$ cat config.mk
export PLATFORM = sky130hd
export DESIGN_NAME = clear_sequencer
export DESIGN_NICKNAME = d
export VERILOG_FILES = /design/src/rtl/clear_sequencer.sv
export SDC_FILE = /design/constraint.sdc
export NUM_CORES = 1
export LEC_CHECK = 0
export ABC_CLOCK_PERIOD_IN_PS = 1800
export CORE_ASPECT_RATIO = 1.75
export CORE_MARGIN = 1.5
export CORE_UTILIZATION = 35
export CTS_CLUSTER_SIZE = 12
export DETAILED_ROUTE_END_ITERATION = 6
export MAX_ROUTING_LAYER = met4
export PLACE_DENSITY = 0.62
export SLEW_MARGIN = 20
export SYNTH_ARGS = -nofsm -noshare
export SYNTH_HDL_FRONTEND = slang
export SYNTH_SLANG_ARGS = --single-unit
$ cat constraint.sdc
create_clock -name CLK -period 1.8 [get_ports CLK]
set_clock_uncertainty 0.05 [all_clocks]
set_input_delay 0.36 -clock CLK [delete_from_list [all_inputs] [get_ports CLK]]
set_output_delay 0.36 -clock CLK [all_outputs]
set_load 0.03 [all_outputs]
$ cat src/rtl/clear_sequencer.sv
// Clear sequencer for DFFC register banks: asynchronous assertion on CLEAR,
// synchronized release, a minimum hold, then staggered per-group release.
module clear_sequencer #(
   parameter int NUM_STAGES  = 4,
   parameter int HOLD_CYCLES = 16,
   parameter int STAGE_GAP   = 4,
   parameter int SYNC_DEPTH  = 2
) (
   input  logic                  CLK,
   input  logic                  CLEAR,
   input  logic                  SW_REQ,
   output logic                  SW_ACK,
   output logic [NUM_STAGES-1:0] CLR_OUT,
   output logic                  READY,
   output logic                  BUSY
);

   localparam int MAX_COUNT = (HOLD_CYCLES > STAGE_GAP) ? HOLD_CYCLES : STAGE_GAP;
   localparam int CW        = $clog2(MAX_COUNT) + 1;
   localparam int IW        = $clog2(NUM_STAGES) + 1;

   localparam logic [CW-1:0] HOLD_LAST  = CW'(HOLD_CYCLES - 1);
   localparam logic [CW-1:0] GAP_LAST   = CW'(STAGE_GAP - 1);
   localparam logic [IW-1:0] LAST_STAGE = IW'(NUM_STAGES - 1);

   typedef enum logic [1:0] {
      ST_HOLD  = 2'b00,
      ST_STAGE = 2'b01,
      ST_IDLE  = 2'b10
   } state_t;

   logic [SYNC_DEPTH-1:0] sync_r;
   logic                  sync_clr_s;
   state_t                state_r, state_s;
   logic [CW-1:0]         cnt_r, cnt_s;
   logic [IW-1:0]         idx_r, idx_s;
   logic [NUM_STAGES-1:0] clr_r, clr_s;
   logic                  ready_r, ready_s;
   logic                  busy_r, busy_s;
   logic                  ack_r, ack_s;
   logic                  sw_q_r;

   assign sync_clr_s = sync_r[SYNC_DEPTH-1];

   // CLEAR deassertion synchronizer: zeros shift in once CLEAR is low
   always_ff @(posedge CLK or posedge CLEAR) begin
      if (CLEAR) begin
         sync_r <= {SYNC_DEPTH{1'b1}};
      end else begin
         sync_r <= {sync_r[SYNC_DEPTH-2:0], 1'b0};
      end
   end

   // Next-state and next-output logic; every release shifts one more zero into CLR_OUT
   always_comb begin
      state_s = state_r;
      cnt_s   = cnt_r;
      idx_s   = idx_r;
      clr_s   = clr_r;
      ready_s = ready_r;
      busy_s  = busy_r;
      ack_s   = 1'b0;
      case (state_r)
         ST_HOLD: begin
            if (sync_clr_s) begin
               cnt_s = {CW{1'b0}};
            end else if (cnt_r == HOLD_LAST) begin
               cnt_s = {CW{1'b0}};
               idx_s = {IW{1'b0}};
               clr_s = clr_r << 1'b1;
               if (LAST_STAGE == {IW{1'b0}}) begin
                  state_s = ST_IDLE;
                  ready_s = 1'b1;
                  ack_s   = busy_r;
                  busy_s  = 1'b0;
               end else begin
                  state_s = ST_STAGE;
               end
            end else begin
               cnt_s = cnt_r + CW'(1);
            end
         end
         ST_STAGE: begin
            if (cnt_r == GAP_LAST) begin
               cnt_s = {CW{1'b0}};
               idx_s = idx_r + IW'(1);
               clr_s = clr_r << 1'b1;
               if (idx_s == LAST_STAGE) begin
                  state_s = ST_IDLE;
                  ready_s = 1'b1;
                  ack_s   = busy_r;
                  busy_s  = 1'b0;
               end else begin
                  state_s = ST_STAGE;
               end
            end else begin
               cnt_s = cnt_r + CW'(1);
            end
         end
         ST_IDLE: begin
            // only a fresh rising level of SW_REQ starts a software sequence
            if (SW_REQ && !sw_q_r) begin
               state_s = ST_HOLD;
               cnt_s   = {CW{1'b0}};
               idx_s   = {IW{1'b0}};
               clr_s   = {NUM_STAGES{1'b1}};
               ready_s = 1'b0;
               busy_s  = 1'b1;
            end else begin
               state_s = ST_IDLE;
            end
         end
         default: begin
            state_s = ST_HOLD;
            cnt_s   = {CW{1'b0}};
            idx_s   = {IW{1'b0}};
            clr_s   = {NUM_STAGES{1'b1}};
            ready_s = 1'b0;
            busy_s  = 1'b0;
         end
      endcase
   end

   // State and output registers; CLEAR forces every clear net high at once
   always_ff @(posedge CLK or posedge CLEAR) begin
      if (CLEAR) begin
         state_r <= ST_HOLD;
         cnt_r   <= {CW{1'b0}};
         idx_r   <= {IW{1'b0}};
         clr_r   <= {NUM_STAGES{1'b1}};
         ready_r <= 1'b0;
         busy_r  <= 1'b0;
         ack_r   <= 1'b0;
         sw_q_r  <= 1'b1;
      end else begin
         state_r <= state_s;
         cnt_r   <= cnt_s;
         idx_r   <= idx_s;
         clr_r   <= clr_s;
         ready_r <= ready_s;
         busy_r  <= busy_s;
         ack_r   <= ack_s;
         sw_q_r  <= SW_REQ;
      end
   end

   assign CLR_OUT = clr_r;
   assign READY   = ready_r;
   assign BUSY    = busy_r;
   assign SW_ACK  = ack_r;

endmodule
==> run summary <==
Status - finished, violations left
Failing checks - setup timing
Startpoint type of the worst setup path - flop
Largest net degree at the start of global routing - 21
Initial antenna violation count - 0
Leak - 0.621 nW
Layout Utilization - 50.5%
Bufs on Longest Clock Path - 2
Leading cell type in the layout, fill and taps excluded - buf_4
Min cycle time layout - 1.84 ns
Critical Path RT - 1.90 ns
Clock-pin slew on the worst setup and hold paths - 0.08 ns
Worst path bufs/invs - 0
Critical path, cell by cell - ha_4, nor4b_4, nor2_2, or3_4, a221o_1
Worst Setup SP - cnt_r[1]
Vias in the first global route - 817
DP HPWL - 1.64 mm
CP Data Arrival Time - 1.94 ns
FILL cells - 251
Share of post-route cells with drive strength above 1 - 36.8%
RSZ-0062 raised after global routing - yes
CP peak stage delay - 0.39 ns
Critical path capture point - idx_r[2]
Fmax - 543 MHz
Slowest CP cell - dfrtp_1
Final wirelength - 2.29 mm
Die area - 3180 µm²
H-tree level count - 1
Initial DRT Pass Iterations - 3
DR vias/cell - 5.29
R2R setup slack - -0.04 ns
Die height - 73.5 µm
Fin. max-slew vios - 0
Synthesized net count - 102
R2r startpoint - cnt_r[1]
Number of port buffers - 9
Post-synthesis sequential area ratio - 51.2%
Worst VDD drop - 799 µV
First-pass GRT wire length - 3.77 mm
Maxcap violations - 0
Final setup viols - 1
Gpl congestion - 0.784
#FFs+latches synth - 20
Cell depth of the worst setup path - 5
Worst-path fanout max - 5
Hold_sp - sync_r[0]
Fin area - 1360 µm²
ANT nets after route - 0
Clock Latency Late Sink - 0.26 ns
Num Clock Sinks - 20
Min-delay worst type - flop to flop
Power Density - 1540 nW/µm²
Most frequent cells in the layout - buf_4, dfrtp_1, inv_1, dfstp_2, nand2_1
Crit share post-route - 102%
Library cells used by synthesis - 37
Post-Synthesis Cell Area - 995 µm²
N_diodes - 0
Core Region - 2690 µm²
Initial core utilization - 37.0%
CP top delay family - simple AND/OR/NAND/NOR gates
CP Capture Type - flop
R2r endpoint - idx_r[2]
Syn avg cell area - 10.6 µm²
Worst slack, placed - -0.199 ns
Drt wl/cell - 15.1 µm
Worst Slack Setup Final - -0.0406 ns
Fin. Hold Viols - 0
Remaining DRCs - 0
Gr usage total - 16.2%
Root Driver - clkbuf_8
Crit path kind - flop to flop
I/O Pins - 10
Gate Count Post-Synth - 94
Yosys warning count - 0
Die W - 43.3 µm
Detailed-route via count - 804
Row count - 25
Nets - 134
R2R cell count - 5
Synth-to-layout area growth - 36.5%
CTS tree - yes
Post-layout total power - 2.09 mW
Initial DRC count - 8
Placed Area - 1250 µm²
CTS Buf Count - 3
Global route overflow - 0
-- worst reg2reg max path: cells and delay by family (launching register included) --
kind                       cells  cell delay [ns]
AOI/OAI and AO/OA              1             0.32
DFF                            1             0.39
adders and majority gates      1             0.18
and+or+nand+nor                3             0.79
-- worst min-delay path by stage --
stage	cells after the start	endpoint	slack, ns
final	0	sync_r[1]	0.31
after global routing	0	sync_r[1]	0.31
after CTS	0	sync_r[1]	0.31
after detailed placement	0	sync_r[1]	0.30
after global placement	0	sync_r[1]	0.30
after floorplan	1	BUSY	0.27
-- cell usage after synthesis, drive strengths merged --
library cell	count	area share [%]
nor2b	3	1.9
nand2	7	2.6
a221o	1	1.0
nor4	4	2.5
nor2	5	2.1
ha	5	6.3
or3	1	1.1
nor3	3	1.5
mux2i	1	1.0
dfstp	7	18
or2	1	0.63
nor4b	2	3.3
o211ai	1	0.75
a22o	1	0.88
inv	10	3.8
xor2	1	0.88
nor3b	1	0.75
o221ai	1	0.88
a21oi	5	2.5
o21ai	4	2.0
and3	1	0.63
dfrtp	13	33
nand2b	2	1.3
xnor2	1	0.88
mux2	1	1.1
nand3	3	1.5
o2bb2ai	1	0.88
a211oi	1	1.3
conb	1	0.38
or4b	1	1.0
a21o	1	0.75
a31o	1	0.88
and4	1	0.88
clkbuf	2	0.88
-- where the power goes --
part | total [mW] | switching [mW] | internal [mW] | leakage, nW
combinational | 1.04 | 0.524 | 0.517 | 0.352
clock | 0.310 | 0.152 | 0.158 | 0.0228
sequential | 0.744 | 0.126 | 0.618 | 0.247
-- metal layers --
layer  GRT usage [%]  part of all wire, %  vias up
met5               -                    0        -
met4            9.76                  3.7        0
met3            2.21                  1.5        7
met2            27.4                   54       10
met1            17.6                   41      397
li1                -                    -      390
-- sequential cells by signal, indices dropped and copies added, names as in the netlist --
name / count
SW_ACK: 1
idx_r: 3
BUSY: 1
sw_q_r: 1
sync_r: 2
READY: 1
cnt_r: 5
CLR_OUT: 4
state_r: 2
-- per-stage QoR --
stage	setup TNS (ns)	instances	hold WS, ns
floorplan	-0.0239	94	0.269
global placement	-0.556	143	0.297
detailed placement	-0.704	143	0.299
CTS	-0.0201	149	0.310
global route	-0.227	152	0.311
finish	-0.0406	152	0.308
-- cells by family after synthesis --
family | after synthesis | share of synthesized area [%]
AO/OA/AOI/OAI | 17 | 11.8
AND/OR/NAND/NOR | 35 | 21.8
XOR/XNOR | 2 | 1.76
multiplexers | 2 | 2.14
flip-flops | 20 | 51.2
other | 1 | 0.377
buffers and inverters | 12 | 4.65
adder cells (fa/ha/maj) | 5 | 6.29
-- timing repair --
item                                    4_1_cts  5_1_grt
endpoints found under the setup margin        7        7
pin swaps                                     4        3
hold buffers                                  0        0
gates resized for setup                       5        5
buffers inserted                              2        3
-- layout make-up --
| type | count | area, µm² | area share [%] |
|---|---|---|---|
| clock buffer | 4 | 45.0 | 3.32 |
| timing repair buffer | 29 | 235 | 17.3 |
| sequential | 20 | 509 | 37.5 |
| inverter | 10 | 37.5 | 2.76 |
| tap | 27 | 33.8 | 2.49 |
| multi-input combinational | 62 | 497 | 36.6 |
Note: power is estimated with default switching activity, not from simulation.
